<file path="src/rtl/rf_wb_arbiter.sv">
// Write-back arbiter for the register file: two buffered sources, round-robin,
// plus a pending-write scoreboard that feeds RAW hazard flags to issue.
module rf_wb_arbiter #(
  parameter int DATA_W = 8,
  parameter int NREG = 8,
  localparam int AW = $clog2(NREG)
) (
  input  logic              clk,
  input  logic              rst,
  input  logic              a_valid,
  output logic              a_ready,
  input  logic [AW-1:0]     a_addr,
  input  logic [DATA_W-1:0] a_data,
  input  logic              b_valid,
  output logic              b_ready,
  input  logic [AW-1:0]     b_addr,
  input  logic [DATA_W-1:0] b_data,
  output logic              rf_w_en,
  output logic [AW-1:0]     rf_w_addr,
  output logic [DATA_W-1:0] rf_w_data,
  input  logic              pend_set,
  input  logic [AW-1:0]     pend_addr,
  input  logic [AW-1:0]     rd_addr_0,
  input  logic [AW-1:0]     rd_addr_1,
  output logic              hazard_0,
  output logic              hazard_1,
  output logic [NREG-1:0]   pending
);

  typedef enum logic {
    SRC_A = 1'b0,
    SRC_B = 1'b1
  } src_t;

  typedef struct packed {
    logic              full;
    logic [AW-1:0]     addr;
    logic [DATA_W-1:0] data;
  } wb_buf_t;

  wb_buf_t         buf_a;
  wb_buf_t         buf_b;
  src_t            last_grant;
  logic            grant_a;
  logic            grant_b;
  logic            load_a;
  logic            load_b;
  logic [NREG-1:0] pend_nxt;

  assign grant_a = buf_a.full &
                   (~buf_b.full | (last_grant == SRC_B));
  assign grant_b = buf_b.full &
                   (~buf_a.full | (last_grant == SRC_A));

  // Ready depends only on registered state, never on valid.
  assign a_ready = ~buf_a.full | grant_a;
  assign b_ready = ~buf_b.full | grant_b;

  assign load_a = a_valid & a_ready & (a_addr != '0);
  assign load_b = b_valid & b_ready & (b_addr != '0);

  // A newly issued producer outranks the commit of an older one.
  always_comb begin
    pend_nxt = pending;
    if (rf_w_en)
      pend_nxt[rf_w_addr] = 1'b0;
    if (pend_set && (pend_addr != '0))
      pend_nxt[pend_addr] = 1'b1;
    pend_nxt[0] = 1'b0;
  end

  assign hazard_0 = pending[rd_addr_0];
  assign hazard_1 = pending[rd_addr_1];

  always_ff @(posedge clk) begin
    if (rst) begin
      buf_a      <= '0;
      buf_b      <= '0;
      last_grant <= SRC_B;
      rf_w_en    <= 1'b0;
      rf_w_addr  <= '0;
      rf_w_data  <= '0;
      pending    <= '0;
    end else begin
      unique case (1'b1)
        grant_a: begin
          rf_w_en    <= 1'b1;
          rf_w_addr  <= buf_a.addr;
          rf_w_data  <= buf_a.data;
          last_grant <= SRC_A;
        end
        grant_b: begin
          rf_w_en    <= 1'b1;
          rf_w_addr  <= buf_b.addr;
          rf_w_data  <= buf_b.data;
          last_grant <= SRC_B;
        end
        default: rf_w_en <= 1'b0;
      endcase

      if (load_a)
        buf_a <= '{full: 1'b1, addr: a_addr, data: a_data};
      else if (grant_a)
        buf_a.full <= 1'b0;

      if (load_b)
        buf_b <= '{full: 1'b1, addr: b_addr, data: b_data};
      else if (grant_b)
        buf_b.full <= 1'b0;

      pending <= pend_nxt;
    end
  end

endmodule
</file>
<file path="config.mk">
export PLATFORM = sky130hd
export DESIGN_NAME = rf_wb_arbiter
export DESIGN_NICKNAME = d
export VERILOG_FILES = /design/src/rtl/rf_wb_arbiter.sv
export SDC_FILE = /design/constraint.sdc
export NUM_CORES = 1
export LEC_CHECK = 0
export CORE_MARGIN = 5
export CORE_UTILIZATION = 41
export CTS_CLUSTER_DIAMETER = 200
export DETAILED_ROUTE_END_ITERATION = 12
export PLACE_DENSITY = 0.74
export SYNTH_ARGS = -nofsm -noshare
export SYNTH_HDL_FRONTEND = slang
export SYNTH_SLANG_ARGS = --single-unit
</file>
<file path="constraint.sdc">
create_clock -name clk -period 1 [get_ports clk]
set_input_delay 0.2 -clock clk [delete_from_list [all_inputs] [get_ports clk]]
set_output_delay 0.2 -clock clk [all_outputs]
set_load 0.01 [all_outputs]
</file>
==> run metrics <==
Sinks on Clock Net 44; Seq/Total Area, Yosys 43.92%; Top FF cell, synth dfxtp_1; reg2reg start buf_a[11]$_SDFFE_PP0P_; status finished with violations; top post-synthesis cells by area dfxtp_1, mux2i_1, nand2b_1; Initial Util 42.46%; dominant cell type by area after synthesis dfxtp_1; DP Area 2942 µm²; worst-path fanout max 4; Clock Latency Late Sink 0.30 ns; DR WL/cell 14.31 µm; Area Growth Syn to Fin 64.57%; ANT cells 0; largest net degree at the start of global routing 30; ANT nets after route 0; DP HPWL 3.783 mm; final setup vio count 43; hold endpoint buf_b[9]$_SDFFE_PP0P_; CP Launch Point pending[7]$_SDFF_PP0_; critical hold path startpoint b_addr[1]; pwr dens 1255 nW/µm²; Lkg Pwr 1.334 nW; mean area per synthesized cell 9.461 µm²; layout cell share with drive strength beyond 1 39.41%; Rows 25; Reg2Reg Depth 5; Setup crit end kind primary output; CTS Buffer Depth 2; Final min period 1.595 ns; filler instances 372; grt total ovfl 0; post-synthesis cell type count 29; Cells after Synth 212; crit share post-route 159.5%; CTS root buffer clkbuf_8; gpl congestion 0.7777; clock transition at the registers of the reported paths 0.09 ns; die height 79.94 µm; Worst Hold Slack 0.3498 ns; R2R setup slack -0.25 ns; unrepaired setup endpoints after global routing true; Post-synth top cells dfxtp_1, nand2b_1, mux2i_1; hold crit path type primary input to flip-flop; initial antenna violation count 0; WP data arrival 1.40 ns; Yosys warning count 0; DRC violations left 0; Peak supply drop 0.8446 mV; post-synth top area share 43.92%; synthesized flop and latch total 44; EDFF count, synth 0; post-synth net total 248; setup ws final -0.5950 ns; Setup crit start kind flip-flop; DIE AREA 6390 µm²; Cell Area, Synth 2006 µm²; post-synthesis async set-or-reset flop share 0%; Die Wd 79.94 µm; final hold violations 0; final instance area 3301 µm²; Num CTS Buffers 5; final slew viol count 0; Worst Path Required 0.80 ns; failing checks negative setup slack; nets 342; hold depth 3; pre-CTS setup slack -1.042 ns; Final Routed Wirelength 5.352 mm; Hold-fix buffers, CTS 0; skew final 0.006483 ns; fin util 69.88%; first-pass GRT wire length 8.694 mm; 1st-pass router iterations 4; number of global-route vias before repair 1883; Crit Path Category flip-flop to primary output; htree depth 2; I/O pin count 60; CTS tree done; Overall Global Routing Usage 17.53%; post-detailed-route via-to-cell ratio 4.853; core area 4723 µm²; Max Cap Viol 0; top-count cell post-synth dfxtp_1; max frequency 626.9 MHz; initial drt markers 84; Vias 1815; IO buf count 58; final setup TNS -7.755 ns; r2r endpoint rf_w_addr[1]$_SDFFE_PP0P_
## metal layers
metal | track usage, % | wire [µm]
met5 | 0 | 0
met4 | 4.054 | 74
met3 | 5.305 | 292
met2 | 32.20 | 2743
met1 | 19.64 | 2242
## power by group
part	total, mW	leakage, nW	internal (mW)	switching [mW]
sequential	1.92	0.371	1.85	0.0675
clock	1.40	0.0583	0.753	0.647
combinational	0.825	0.905	0.486	0.339
## cell usage in the layout (no fill, tap or decap), types with 2 or more instances in the layout
cell type,count
mux4_2,2
clkdlybuf4s50_1,27
dfxtp_4,5
a21oi_2,3
inv_2,2
dlygate4sd2_1,9
buf_6,34
mux2_2,2
mux2i_1,27
clkbuf_8,5
o21ai_2,5
buf_2,8
clkinv_4,2
dfxtp_2,16
o21ai_0,2
dfxtp_1,23
a21oi_1,9
o31ai_4,3
nand2b_1,37
buf_12,4
nor2b_1,3
mux2i_2,2
nand3_1,7
nand2_1,18
nand4b_1,3
buf_4,15
nand2b_4,2
o21ai_1,18
## sequential cells by signal (all words and copies together), names as in the netlist
register	flops
rf_w_en	1
buf_a	12
buf_b	12
pending	7
rf_w_addr	3
rf_w_data	8
last_grant	1
## worst max path at each step
stage               end  slack, ns  cells after the start
5_1_grt        hazard_0      -0.65                      4
6_report       hazard_0      -0.60                      4
2_1_floorplan  hazard_0      -0.12                      3
3_3_place_gp   hazard_0       -1.0                      5
4_1_cts        hazard_0      -0.60                      4
3_5_place_dp   hazard_0      -1.04                      5
## what timing repair did
action	4_1_cts	5_1_grt
gates resized for setup	148	43
setup buffers	8	3
pin swaps	15	11
setup endpoints to repair	59	60
gates cloned	1	1
## through the flow
stage                     cells  power [mW]
after floorplan             212       2.262
after global placement      359       2.660
after detailed placement    359       2.678
after CTS                   374       4.118
after global routing        374       4.296
final                       374       4.141
## cells by family (layout without fill, tap and decap cells)
group | Yosys count | in the layout | share of synthesized area [%]
AO/OA/AOI/OAI | 43 | 43 | 12.04
buffers and inverters | 12 | 107 | 3.244
flip-flops | 44 | 44 | 43.92
multiplexers | 33 | 33 | 17.84
other | 1 | 1 | 0.1870
AND/OR/NAND/NOR | 79 | 79 | 22.77
## worst max-delay path, stage by stage, from the launching register on
cell and delay, ns:
dfxtp_2 0.35, mux4_2 0.48, nand2_2 0.09, o21ai_2 0.05, buf_2 0.13
## final cells by class
type,instances,area (µm²),share of cell area (%)
clock buffers,5,68.82,2.085
clock inverters,3,47.55,1.440
inverters,2,7.507,0.2274
multi-input cells,156,1209,36.62
flip-flops and latches,44,919.6,27.86
well taps,67,83.83,2.540
repair buffers,97,964.7,29.23
Power figures use the tool's default switching activity.
